**src/rtl/life_ctrl_4x4.sv**
```systemverilog
// life_ctrl_4x4: sequencer for a 4x4 Game-of-Life cell array.
//   Loads a 16-bit seed cell by cell, then advances generations (scan window
//   followed by a one-cycle run pulse), single-step or free-running at a set
//   period. Counts generations and flags extinct / stable boards.
// Build option: define LIFE_CTRL_AUTOSTOP_EN to halt free-run once a
//   generation comes out extinct or stable.
// Ports:
//   clk, reset          rising-edge clock, async active-high reset
//   load_req/pattern    load seed (bit 4*r+c = cell r,c)
//   step_req            advance one generation
//   run_en, gen_period  free-run enable and idle gap between generations
//   busy, gen_count     status: not idle, generations since last load
//   extinct, stable     result flags of the last generation
//   row/col/val/write_enb, scan, run   array control
//   alive               array state, same bit mapping as load_pattern
module life_ctrl_4x4 #(
    parameter int unsigned SCAN_CYCLES = 16,
    parameter int unsigned PERIOD_W    = 16,
    parameter int unsigned GEN_W       = 16
) (
    input  logic                clk,
    input  logic                reset,
    input  logic                load_req,
    input  logic [15:0]         load_pattern,
    input  logic                step_req,
    input  logic                run_en,
    input  logic [PERIOD_W-1:0] gen_period,
    output logic                busy,
    output logic [GEN_W-1:0]    gen_count,
    output logic                extinct,
    output logic                stable,
    output logic [1:0]          row,
    output logic [1:0]          col,
    output logic                val,
    output logic                write_enb,
    output logic                scan,
    output logic                run,
    input  logic [15:0]         alive
);

    localparam int unsigned CNT_W = (SCAN_CYCLES > 1) ? $clog2(SCAN_CYCLES) : 1;
    localparam logic [CNT_W-1:0] SCAN_LAST = CNT_W'(SCAN_CYCLES - 1);

    typedef enum logic [2:0] {
        S_IDLE, S_LOAD, S_SCAN, S_STEP, S_CHECK, S_WAIT
    } state_t;

    state_t              state_q, state_d;
    logic [3:0]          idx_q, idx_d;
    logic [15:0]         pattern_q, pattern_d;
    logic [15:0]         snap_q, snap_d;
    logic                pend_q, pend_d;
    logic [CNT_W-1:0]    cnt_q, cnt_d;
    logic [PERIOD_W-1:0] period_q, period_d;
    logic [GEN_W-1:0]    gen_q, gen_d;
    logic                extinct_q, extinct_d;
    logic                stable_q, stable_d;
    logic                busy_q, busy_d;
    logic [1:0]          row_q, row_d;
    logic [1:0]          col_q, col_d;
    logic                val_q, val_d;
    logic                we_q, we_d;
    logic                scan_q, scan_d;
    logic                run_q, run_d;
    logic                run_ok;
    logic                chk_ext, chk_stab;

    assign chk_ext  = (alive == 16'h0000);
    assign chk_stab = (alive == snap_q);

`ifdef LIFE_CTRL_AUTOSTOP_EN
    logic halt_q, halt_d;
    assign run_ok = run_en && !halt_q;
`else
    assign run_ok = run_en;
`endif

    // Next-state and next-output logic; outputs follow the next state.
    always_comb begin
        state_d   = state_q;
        idx_d     = idx_q;
        pattern_d = pattern_q;
        snap_d    = snap_q;
        pend_d    = pend_q;
        cnt_d     = cnt_q;
        period_d  = period_q;
        gen_d     = gen_q;
        extinct_d = extinct_q;
        stable_d  = stable_q;
        row_d     = row_q;
        col_d     = col_q;
        val_d     = val_q;
`ifdef LIFE_CTRL_AUTOSTOP_EN
        halt_d = halt_q;
        // Dropping run_en re-arms free-run.
        if (!run_en) halt_d = 1'b0;
`endif

        unique case (state_q)
            S_IDLE: begin
                // Pending or fresh load wins over any generation request.
                if (load_req || pend_q) begin
                    state_d = S_LOAD;
                    idx_d   = 4'd0;
                    pend_d  = 1'b0;
                    if (load_req) pattern_d = load_pattern;
                end else if (step_req || (run_ok && period_q == '0)) begin
                    state_d = S_SCAN;
                    cnt_d   = '0;
                    snap_d  = alive;
                end
            end
            S_LOAD: begin
                if (idx_q == 4'd15) begin
                    state_d   = S_IDLE;
                    gen_d     = '0;
                    extinct_d = 1'b0;
                    stable_d  = 1'b0;
                    period_d  = '0;
`ifdef LIFE_CTRL_AUTOSTOP_EN
                    halt_d = 1'b0;
`endif
                end else begin
                    idx_d = idx_q + 4'd1;
                end
            end
            S_SCAN: begin
                if (cnt_q == SCAN_LAST) state_d = S_STEP;
                else                    cnt_d   = cnt_q + CNT_W'(1);
            end
            S_STEP: state_d = S_CHECK;
            S_CHECK: begin
                extinct_d = chk_ext;
                stable_d  = chk_stab;
                gen_d     = gen_q + GEN_W'(1);
                if (run_en) begin
                    state_d  = S_WAIT;
                    period_d = gen_period;
                end else begin
                    state_d = S_IDLE;
                end
`ifdef LIFE_CTRL_AUTOSTOP_EN
                if (run_en && (chk_ext || chk_stab)) begin
                    state_d = S_IDLE;
                    halt_d  = 1'b1;
                end
`endif
            end
            S_WAIT: begin
                if (period_q == '0) state_d  = S_IDLE;
                else                period_d = period_q - PERIOD_W'(1);
            end
            default: state_d = S_IDLE;
        endcase

        // Loads arriving mid-generation are parked until the next IDLE.
        if (load_req && (state_q == S_SCAN || state_q == S_STEP ||
                         state_q == S_CHECK || state_q == S_WAIT)) begin
            pend_d    = 1'b1;
            pattern_d = load_pattern;
        end

        busy_d = (state_d != S_IDLE);
        we_d   = (state_d == S_LOAD);
        scan_d = (state_d == S_SCAN);
        run_d  = (state_d == S_STEP);
        if (state_d == S_LOAD) begin
            row_d = idx_d[3:2];
            col_d = idx_d[1:0];
            val_d = pattern_d[idx_d];
        end
    end

    // State and output registers.
    always_ff @(posedge clk or posedge reset) begin
        if (reset) begin
            state_q   <= S_IDLE;
            idx_q     <= 4'd0;
            pattern_q <= 16'h0000;
            snap_q    <= 16'h0000;
            pend_q    <= 1'b0;
            cnt_q     <= '0;
            period_q  <= '0;
            gen_q     <= '0;
            extinct_q <= 1'b0;
            stable_q  <= 1'b0;
            busy_q    <= 1'b0;
            row_q     <= 2'd0;
            col_q     <= 2'd0;
            val_q     <= 1'b0;
            we_q      <= 1'b0;
            scan_q    <= 1'b0;
            run_q     <= 1'b0;
`ifdef LIFE_CTRL_AUTOSTOP_EN
            halt_q    <= 1'b0;
`endif
        end else begin
            state_q   <= state_d;
            idx_q     <= idx_d;
            pattern_q <= pattern_d;
            snap_q    <= snap_d;
            pend_q    <= pend_d;
            cnt_q     <= cnt_d;
            period_q  <= period_d;
            gen_q     <= gen_d;
            extinct_q <= extinct_d;
            stable_q  <= stable_d;
            busy_q    <= busy_d;
            row_q     <= row_d;
            col_q     <= col_d;
            val_q     <= val_d;
            we_q      <= we_d;
            scan_q    <= scan_d;
            run_q     <= run_d;
`ifdef LIFE_CTRL_AUTOSTOP_EN
            halt_q    <= halt_d;
`endif
        end
    end

    assign busy      = busy_q;
    assign gen_count = gen_q;
    assign extinct   = extinct_q;
    assign stable    = stable_q;
    assign row       = row_q;
    assign col       = col_q;
    assign val       = val_q;
    assign write_enb = we_q;
    assign scan      = scan_q;
    assign run       = run_q;

endmodule

```
**config.mk**
```make
export PLATFORM = sky130hd
export DESIGN_NAME = life_ctrl_4x4
export DESIGN_NICKNAME = d
export VERILOG_FILES = /design/src/rtl/life_ctrl_4x4.sv
export SDC_FILE = /design/constraint.sdc
export NUM_CORES = 1
export LEC_CHECK = 0
export ABC_AREA = 1
export BUFFER_PORTS_ARGS = -buffer_cell sky130_fd_sc_hd__buf_4
export CORE_ASPECT_RATIO = 0.9
export CORE_MARGIN = 2
export CORE_UTILIZATION = 44
export CTS_CLUSTER_DIAMETER = 30
export CTS_CLUSTER_SIZE = 12
export DETAILED_ROUTE_END_ITERATION = 12
export RECOVER_POWER = 25
export SKIP_LAST_GASP = 1
export SLEW_MARGIN = 10
export SYNTH_ARGS = -nofsm -noshare
export SYNTH_HDL_FRONTEND = slang
export SYNTH_SLANG_ARGS = --single-unit
export TNS_END_PERCENT = 100
```
**constraint.sdc**
```tcl
create_clock -name clk -period 2.95 [get_ports clk]
set_input_delay 0.295 -clock clk [delete_from_list [all_inputs] [get_ports clk]]
set_output_delay 0.295 -clock clk [all_outputs]
set_load 0.02 [all_outputs]
```
==> impl_metrics.csv, run 1 <==
group,metric,value,unit
placement,numPortBuffers,79,
cts,clock-root-buffer,"clkbuf_16",
timing,hold_violations,0,
setup_path,path_buf_inv,1,
yosys,seq_area_frac_synth,44.0,%
drt,vias,4271,
worst_hold_path,hold_depth,3,
drt,drc,0,
die,die_y,105,um
drt,routed_wl,11200,um
global_routing,overflow,0,
setup_path,worstPathCellList,"ha_1, nand2_1, nor2_1, nor2_4, a221oi_2, nand2_1, nor2_1, inv_1, o22ai_1",
cts,clk_latency,0.34,ns
placement,dpl-instance-area,0.00568,sq mm
setup_path,regToRegStartpoint,"idx_q[1]",
power,p_switching,0.00257,W
worst_hold_path,min_from,"load_pattern[5]",
yosys,synthMuxAreaShare,0.404,%
yosys,syn_area_per_cell,7.89,sq um
timing,relSlewSlack,-21.3,%
die,die_w,116,um
drt,via_per_inst,4.94,
setup_path,startpoint,"idx_q[1]",
cts,tritoncts,"built",
cts,numCtsBuffers,9,
yosys,synth_compound_area_share,11.9,%
cts,clkTransAtPathRegs,0.06,ns
finish,regArea,0.00218,sq mm
power,clkPwrFrac,20.3,%
setup_path,startpoint_type,"flip-flop",
power,seq_power_share,30.8,%
finish,final_area,0.00597,sq mm
setup_path,critPathKind,"flip-flop to flip-flop",
yosys,synth_area_leader_cell,"dfrtp_1",
power,p_int,0.00335,W
yosys,async_flop_share,100,%
die,dieArea,0.0121,sq mm
placement,hpwl,8160,um
cts,cts_resized,0,
power,power_leakage,3.08,nW
power,p_sw_share,43.4,%
power,power_density,990,mW/mm^2
placement,placed_cells,850,
timing,setup_viol,0,
yosys,synth_cell_types,47,
yosys,ys.flop_type,"dfrtp_1",
setup_path,required,3.19,ns
placement,gp_congestion,0.831,
timing,fin_crit_sh,86.0,%
yosys,synth_top_area_share,44.0,%
yosys,synthSimpleGateAreaFrac,28.9,%
setup_path,cp-end-kind,"flip-flop",
setup_path,slowest_stage,"nor2_1",
yosys,synth-xor-area-share,2.83,%
cts,post-cts-setup-buffers,0,
yosys,synth.most_common_cell,"nand2_1",
cts,htreeDepth,3,
yosys,synth_top_family_by_area,"simple AND/OR/NAND/NOR gates",
setup_path,slowest_delay,0.64,ns
finish,stdcell_count,865,
timing,maxSlewViolCount,42,
cts,cts_sinks,87,
die,io-pin-count,80,
setup_path,r2r_cells,9,
power,combPwrFrac,48.9,%
global_routing,grt_pass1_wl,19200,um
finish,antenna_cells,0,
timing,setup-tns-final,0,ns
yosys,synth.area.top_cells,"dfrtp_1 (44%), nand2_1 (12%), inv_1 (7.5%), nand3_1 (4.3%), o21ai_0 (3.7%)",
outcome,status,"finished with violations",
global_routing,grt_pass1_vias,4020,
yosys,yosysWarnings,0,
finish,nets,770,
drt,avgRoutedWirePerCell,13.0,um
worst_hold_path,worstHoldPathType,"primary input to flip-flop",
yosys,syn_nets,688,
die,row_count,36,
die,coreArea,0.0109,sq mm
yosys,synth_edf_count,0,
finish,multi_input_area,0.00228,sq mm
finish,fillers,1050,
setup_path,critPathTopFamily,"simple AND/OR/NAND/NOR gates",
drt,drt_first_iter_violations,253,
timing,finalClockSkew,0.00630,ns
yosys,ys_ff_latch,87,
yosys,yosys-top-cells-count,"nand2_1 (158), inv_1 (99), dfrtp_1 (87)",
global_routing,antenna_found_initial,0,
cts,ctsHoldBuffers,0,
timing,tightest_slew,1.81,ns
power,vdd_drop_max,533,uV
yosys,synthCells,627,
outcome,violations,"capacitance limit, slew limit",
yosys,syn_area,0.00495,sq mm
run,drv_cap,1,
cts,clockBufferDepth,2,
yosys,synth_fa_ha_area_share,2.02,%
setup_path,cp.depth,9,
finish,syn2layout_area_growth,20.7,%
setup_path,arrival,2.78,ns
timing,max_freq,394,MHz
setup_path,path_max_fanout,11,
global_routing,grt_max_degree,48,
timing,rsz0062_at_grt,"false",
timing,post-route-min-period,2.54,ns
drt,first_pass_iters,5,
global_routing,grt_usage,19.7,%
die,initial_core_util,45.4,%
finish,layout-drive-gt1-share,20.3,%
drt,postRouteAntennaNets,0,
==> path summary, 6_finish.rpt <==
check                                end  slack (ns)
setup / recovery             period_q[0]        0.41
hold / removal              pattern_q[5]        0.18
setup reg to reg             period_q[0]        0.41
hold reg to reg            gen_count[15]        0.48
max in group asynchronous   pattern_q[4]        0.67
min in group asynchronous      snap_q[0]        0.41
==> kinds of logic (layout without fill, tap and decap cells) <==
group	Yosys count	count (layout)
AOI/OAI and AO/OA	96	96
and+or+nand+nor	302	302
buffers and inverters	116	202
xor gates and xnor gates	16	16
muxes	2	2
DFF	87	87
adders and majority gates	8	8
==> tightest hold or removal path, stage by stage <==
cell,delay [ns]
buf_4,0.08
o21ai_2,0.06
inv_1,0.05
==> area by class of cell <==
| class | count | area share, % |
|---|---|---|
| Clock buffer | 11 | 4.06 |
| Tap cell | 152 | 3.18 |
| Timing Repair Buffer | 82 | 10.3 |
| Inverter | 105 | 6.70 |
| Multi-Input combinational cell | 424 | 38.2 |
| Clock inverter | 4 | 1.17 |
| Sequential cell | 87 | 36.4 |
==> state kept, by name, indices dropped and copies added (netlist names) <==
signal and flops:
busy 1, cnt_q 4, col 2, extinct 1
gen_count 16, idx_q 4, pattern_q 16, pend_q 1
period_q 16, row 2, run 1, scan 1
snap_q 16, stable 1, state_q 3, val 1
write_enb 1
==> stage by stage <==
| step | utilization, % | hold slack [ns] | setup WS, ns | power (W) |
|---|---|---|---|---|
| global placement | 52.1 | 0.442 | 0.541 | 0.00467 |
| floorplan | - | 0.405 | 0.405 | 0.00410 |
| detailed placement | 52.1 | 0.444 | 0.436 | 0.00473 |
| global route | 54.8 | 0.161 | 0.131 | 0.00645 |
| CTS | 54.9 | 0.0740 | 0.432 | 0.00597 |
| finish | 54.8 | 0.176 | 0.412 | 0.00592 |
==> power by group through the flow <==
stage | sequential (W) | clock [W] | combinational (W)
2_1_floorplan | 0.00188 | 0 | 0.00222
3_3_place_gp | 0.00182 | 0 | 0.00285
3_5_place_dp | 0.00183 | 0 | 0.00289
4_1_cts | 0.00182 | 0.00123 | 0.00292
5_1_grt | 0.00187 | 0.00129 | 0.00329
6_report | 0.00182 | 0.00120 | 0.00289
==> layer usage <==
metal | share of wire (%) | up-vias | global-route usage (%) | wire (um)
li1 | - | 2179 | - | -
met3 | 4.9 | 11 | 5.16 | 552
met2 | 46 | 96 | 30.1 | 5140
met5 | 0 | - | 0 | 0
met1 | 48 | 1985 | 28.4 | 5440
met4 | 0.91 | 0 | 3.91 | 102
==> layout by cell type (no fill, tap or decap), types with 3 or more instances in the layout <==
cell       Yosys  layout
a21oi_1       16      16
a22o_1         3       3
a22oi_1        7       7
a31oi_1        3       3
buf_4          2      80
clkbuf_16      0       9
dfrtp_1       87      87
ha_1           8       8
inv_1         99      98
inv_2          4       4
nand2_1      158     158
nand2_2       10      10
nand2_4        4       4
nand3_1       43      43
nand3_2        4       4
nand3b_1       4       4
nand4_1        6       6
nor2_1        43      43
nor2_2         3       3
nor2_4         5       5
nor3_1         8       8
nor4_1         5       5
o21ai_0       37      37
o21ai_1        6       6
o21ai_2        8       8
o22ai_1        7       7
xnor2_1        7       7
xor2_1         9       9
No activity file was read; power rests on OpenSTA's default activity.
==> inputs of run 2 (changes only) <==
--- a/config.mk
+++ b/config.mk
@@ -5,7 +5,6 @@
 export SDC_FILE = /design/constraint.sdc
 export NUM_CORES = 1
 export LEC_CHECK = 0
-export ABC_AREA = 1
 export BUFFER_PORTS_ARGS = -buffer_cell sky130_fd_sc_hd__buf_4
 export CORE_ASPECT_RATIO = 0.9
 export CORE_MARGIN = 2
@@ -13,6 +12,7 @@
 export CTS_CLUSTER_DIAMETER = 30
 export CTS_CLUSTER_SIZE = 12
 export DETAILED_ROUTE_END_ITERATION = 12
+export PLACE_DENSITY_LB_ADDON = 0.15
 export RECOVER_POWER = 25
 export SKIP_LAST_GASP = 1
 export SLEW_MARGIN = 10
==> run 2 against run 1 <==
The run still ends with capacitance limit, slew limit left. Core utilization hardly changed. Area after synthesis is 8.7% lower. Clock-buffer cell count is 1 lower. Critical endpoint is now val. Largest cell class unchanged.
==> impl_metrics.csv, run 2 <==
group,metric,value,unit
outcome,status,"finished with violations",
outcome,violations,"capacitance limit, slew limit",
setup_path,r2r_cells,8,
finish,regArea,0.00218,sq mm
yosys,synth.most_common_cell,"dfrtp_1",
drt,met2WireLength,4520,um
drt,first_pass_iters,5,
drt,topRoutingLayerUsed,"met4",
finish,final_cell_mix,"dfrtp_1 (87), buf_4 (87), o21ai_0 (45)",
power,power_leakage,2.51,nW
timing,max_freq,374,MHz
finish,syn2layout_area_growth,22.8,%
setup_path,worst-r2r-setup-slack,0.27,ns
placement,hpwl,7310,um
cts,cts_resized,0,
power,vdd_drop_max,417,uV
timing,rsz0062_at_grt,"false",
global_routing,grt_max_degree,50,
worst_hold_path,worstHoldPathType,"primary input to flip-flop",
setup_path,slowest_delay,0.51,ns
timing,fin_ws,0.274,ns
setup_path,path_max_fanout,9,
die,die_y,100,um
drt,via_per_inst,5.41,
placement,preCtsSetupSlack,0.246,ns
cts,tritoncts,"built",
timing,setup-tns-final,0,ns
setup_path,regToRegStartpoint,"state_q[1]",
yosys,syn_nets,492,
cts,post-cts-setup-buffers,0,
yosys,async_flop_share,100,%
placement,gp_congestion,0.825,
die,row_count,35,
finish,final_area,0.00555,sq mm
global_routing,grt_pass1_vias,3381,
die,die_w,111,um
cts,clockBufferDepth,2,
yosys,synthCells,431,
finish,nets,577,
timing,finalClockSkew,0.00763,ns
global_routing,overflow,0,
timing,post-route-min-period,2.68,ns
drt,met3_wirelength,475,um
yosys,ys_ff_latch,87,
setup_path,required,3.16,ns
timing,setup_viol,0,
drt,routed_wl,10000,um
timing,tightest_slew,1.68,ns
drt,drc,0,
die,io-pin-count,80,
finish,antenna_cells,0,
yosys,syn_area_per_cell,10.5,sq um
yosys,synth_area_leader_cell,"dfrtp_1",
finish,fillers,897,
finish,multi_input_area,0.00223,sq mm
yosys,synth.area.top_cells,"dfrtp_1 (48%), mux2_2 (9.0%), o21ai_0 (5.0%), xor2_1 (4.5%), nand2_1 (3.5%)",
placement,numPortBuffers,79,
yosys,synth_top_area_share,48.2,%
finish,layout-drive-gt1-share,29.6,%
setup_path,startpoint_type,"flip-flop",
cts,ctsHoldBuffers,0,
cts,clock-root-buffer,"clkbuf_16",
worst_hold_path,hold_depth,2,
timing,maxSlewViolCount,40,
yosys,synth_edf_count,0,
cts,numCtsBuffers,9,
yosys,yosysWarnings,0,
run,drv_cap,1,
worst_hold_path,min_from,"load_pattern[12]",
global_routing,antenna_found_initial,0,
timing,fin_crit_sh,90.7,%
drt,avgRoutedWirePerCell,15.4,um
yosys,seq_area_frac_synth,48.2,%
yosys,yosys-top-cells-count,"dfrtp_1 (87), o21ai_0 (45), nand2_1 (42)",
power,power_density,936,mW/mm^2
cts,clk_latency,0.34,ns
setup_path,reg2reg_to,"val",
setup_path,worstPathCellList,"inv_1, ha_1, o21ai_2, mux2_2, mux4_1, mux2i_1, or3b_1, o211ai_2",
cts,cts_sinks,87,
global_routing,grt_pass1_wl,16800,um
setup_path,slowest_stage,"mux4_1",
drt,wl_met1,4910,um
drt,drt_first_iter_violations,157,
die,initial_core_util,44.7,%
drt,postRouteAntennaNets,0,
worst_hold_path,min_to,"pattern_q[12]",
drt,vias,3511,
die,dieArea,0.0111,sq mm
timing,hold_violations,0,
cts,clkTransAtPathRegs,0.06,ns
global_routing,grt_usage,18.9,%
setup_path,critPathKind,"flip-flop to flip-flop",
finish,postLayoutCoreUtil,54.9,%
yosys,synth_cell_types,51,
timing,holdWs,0.205,ns
setup_path,cp-end-kind,"flip-flop",
setup_path,arrival,2.89,ns
yosys,ys.flop_type,"dfrtp_1",
timing,relSlewSlack,-12.7,%
die,coreArea,0.0101,sq mm
cts,htreeDepth,3,
placement,dpl-instance-area,0.00529,sq mm
yosys,syn_area,0.00452,sq mm
==> run 2: layout make-up <==
class,count,share of cell area [%]
Sequential cell,87,39.2
Clock buffer,10,4.31
Timing Repair Buffer,89,12.0
Multi-Input combinational cell,318,40.2
Tap cell,129,2.91
Inverter,11,0.767
Clock inverter,5,0.631
==> run 2: worst max-delay path by stage <==
| stage | start | to | slack [ns] | cells past startpoint |
|---|---|---|---|---|
| final | state_q[1] | val | 0.27 | 8 |
| after detailed placement | state_q[1] | val | 0.25 | 8 |
| after global placement | state_q[1] | val | 0.34 | 8 |
| after CTS | state_q[1] | val | 0.23 | 8 |
| after global routing | state_q[0] | period_q[5] | 0.05 | 7 |
| after floorplan | state_q[1] | val | 0.39 | 10 |
==> run 2: layer usage <==
metal | global-route usage [%] | up-vias
met1 | 26.8 | 1661
met2 | 29.1 | 92
met4 | 5.29 | 0
met3 | 4.71 | 8
li1 | - | 1750
met5 | 0 | -
==> run 2: report_power, final <==
| part | leakage, nW | internal, W | switching (W) |
|---|---|---|---|
| clock | 0.134 | 0.000588 | 0.000451 |
| sequential | 1.12 | 0.00157 | 0.000249 |
| combinational | 1.25 | 0.00113 | 0.00121 |
==> run 2: logic make-up (layout without fill, tap and decap cells) <==
family | after synthesis | in the layout | share of synthesized area, %
xor gates and xnor gates | 25 | 25 | 4.84
muxes | 48 | 48 | 12.3
AOI/OAI and AO/OA | 95 | 95 | 13.7
buffers and inverters | 26 | 115 | 2.63
and+or+nand+nor | 142 | 142 | 16.1
adders and majority gates | 8 | 8 | 2.21
DFF | 87 | 87 | 48.2
==> run 2: through the flow <==
stage | instances | total power [W]
after floorplan | 431 | 0.00359
after global placement | 634 | 0.00413
after detailed placement | 634 | 0.00418
after CTS | 649 | 0.00526
after global routing | 649 | 0.00559
final | 649 | 0.00519
==> run 2: critical path, delay by kind of cell, from the launching register on <==
kind                       cells  cell delay (ns)
adders and majority gates      1             0.33
buffers and inverters          1             0.09
AOI/OAI and AO/OA              2             0.51
muxes                          3             1.05
and+or+nand+nor                1             0.13
DFF                            1             0.45
==> inputs of run 3 (changes only) <==
--- a/config.mk
+++ b/config.mk
@@ -8,10 +8,11 @@
 export BUFFER_PORTS_ARGS = -buffer_cell sky130_fd_sc_hd__buf_4
 export CORE_ASPECT_RATIO = 0.9
 export CORE_MARGIN = 2
-export CORE_UTILIZATION = 44
+export CORE_UTILIZATION = 39
 export CTS_CLUSTER_DIAMETER = 30
 export CTS_CLUSTER_SIZE = 12
 export DETAILED_ROUTE_END_ITERATION = 12
+export HOLD_SLACK_MARGIN = 0.05
 export PLACE_DENSITY_LB_ADDON = 0.15
 export RECOVER_POWER = 25
 export SKIP_LAST_GASP = 1
==> run 3 against run 2 <==
The flow still finishes with violations (capacitance limit, slew limit). First-iteration DRC count increased by 12%. Setup slack gained 0.038 ns. Clock power is 34% higher. Die area is 12% higher. Wire length is 3.5% higher. Worst hold slack got worse by 0.0040 ns. Largest power group unchanged. Highest routed layer unchanged.
==> impl_metrics.csv, run 3 (synthesis results as in run 2) <==
group,metric,value,unit
drt,drc,0,
timing,holdWs,0.201,ns
setup_path,arrival,2.86,ns
power,p_total,0.00556,W
timing,tightest_slew,1.99,ns
cts,clkTransAtPathRegs,0.06,ns
setup_path,critPathTopFamily,"multiplexers",
setup_path,worstPathCellList,"inv_1, ha_1, o21ai_2, mux2_2, mux4_1, mux2i_1, or3b_1, o211ai_2",
timing,finalClockSkew,0.00727,ns
setup_path,path_buf_inv,1,
finish,layout-drive-gt1-share,29.6,%
setup_path,cp.depth,8,
drt,wl_met1,4920,um
timing,setup-tns-final,0,ns
drt,avgRoutedWirePerCell,15.3,um
timing,setup_viol,0,
cts,ctsHoldBuffers,0,
cts,clock-root-buffer,"clkbuf_16",
global_routing,grt_pass1_wl,17600,um
timing,relSlewSlack,-33.1,%
global_routing,grt_max_degree,46,
finish,nets,579,
power,vdd_drop_max,626,uV
cts,clk_latency,0.34,ns
power,power_leakage,2.56,nW
global_routing,grt_pass1_vias,3514,
cts,cts_resized,0,
drt,topRoutingLayerUsed,"met4",
power,power_density,977,mW/mm^2
setup_path,slowest_stage,"mux4_1",
die,initial_core_util,39.7,%
die,die_w,117,um
drt,routed_wl,10400,um
drt,drt_first_iter_violations,176,
run,drv_cap,1,
die,row_count,37,
cts,numCtsBuffers,9,
die,dieArea,0.0125,sq mm
worst_hold_path,hold_depth,2,
placement,numPortBuffers,79,
global_routing,grt_usage,17.7,%
finish,syn2layout_area_growth,26.0,%
cts,cts_sinks,87,
drt,vias,3574,
drt,via_per_inst,5.26,
setup_path,critPathKind,"flip-flop to flip-flop",
finish,final_cell_mix,"buf_4 (88), dfrtp_1 (87), o21ai_0 (45)",
global_routing,overflow,0,
die,die_y,106,um
cts,clockBufferDepth,2,
outcome,violations,"capacitance limit, slew limit",
placement,hpwl,7690,um
cts,htreeDepth,3,
setup_path,cp-end-kind,"flip-flop",
cts,post-cts-setup-buffers,0,
die,coreArea,0.0114,sq mm
placement,gp_congestion,0.809,
worst_hold_path,worstHoldPathType,"primary input to flip-flop",
setup_path,r2r_cells,8,
finish,antenna_cells,0,
global_routing,antenna_found_initial,0,
setup_path,slowest_delay,0.49,ns
finish,final_common_cell,"buf_4",
drt,met3_wirelength,535,um
drt,met2WireLength,4710,um
timing,post-route-min-period,2.64,ns
setup_path,path_max_fanout,9,
timing,fin_crit_sh,89.4,%
drt,postRouteAntennaNets,0,
timing,hold_violations,0,
timing,max_freq,379,MHz
outcome,status,"finished with violations",
setup_path,required,3.17,ns
timing,rsz0062_at_grt,"false",
timing,maxSlewViolCount,46,
cts,tritoncts,"built",
die,io-pin-count,80,
setup_path,startpoint_type,"flip-flop",
drt,first_pass_iters,4,
-- run 3: changes by cell type in the layout (fill, tap and decap cells not counted) --
| cell | change |
|---|---|
| clkbuf_4 | +1 |
| clkbuf_1 | +2 |
| bufinv_16 | +4 |
| buf_4 | +1 |
| clkinvlp_4 | -1 |
| clkbuf_2 | -1 |
| clkinv_4 | -1 |
| clkinv_2 | -2 |
-- run 3: report_power, final --
group          total, W  internal, W  switching [W]
Clock           0.00139     0.000938       0.000455
Sequential      0.00182      0.00157       0.000246
Combinational   0.00235      0.00113        0.00122
-- run 3: final cells by class --
class / count / area (sq um)
multi-input combinational: 318 / 2230
tap: 156 / 195
fill: 1094 / 5690
timing repair buffer: 91 / 679
clock inverter: 5 / 129
sequential: 87 / 2180
clock buffer: 11 / 243
inverter: 11 / 42.5
-- run 3: worst reg2reg max path, cell delays in order, from the launching register on --
cell and delay [ns]:
dfrtp_1 0.37, inv_1 0.07, ha_1 0.33, o21ai_2 0.43
mux2_2 0.42, mux4_1 0.49, mux2i_1 0.18, or3b_1 0.15
o211ai_2 0.08
-- run 3: per-stage QoR --
| step | setup slack, ns | instance area, sq um | util (%) | std cells |
|---|---|---|---|---|
| after floorplan | 0.395 | 4520 | - | 431 |
| after global placement | 0.355 | 5330 | 46.8 | 663 |
| after detailed placement | 0.289 | 5330 | 46.8 | 663 |
| after CTS | 0.279 | 5700 | 50.0 | 679 |
| after global routing | 0.0704 | 5690 | 50.0 | 679 |
| final | 0.312 | 5690 | 50.0 | 679 |
-- run 3: path summary, 6_finish.rpt --
path | start | to | slack (ns)
max | state_q[1] | val | 0.31
min | load_pattern[1] | pattern_q[1] | 0.20
max reg2reg | state_q[1] | val | 0.31
min reg2reg | gen_count[15] | gen_count[15] | 0.48
max in group asynchronous | reset | pattern_q[8] | 0.77
min in group asynchronous | reset | pattern_q[3] | 0.47
-- run 3: per-layer routing --
metal  global-route usage, %  vias to the layer above
li1                        -                     1752
met1                    24.2                     1729
met2                    27.1                       78
met3                    5.10                       15
met4                    6.37                        0
met5                       0                        -
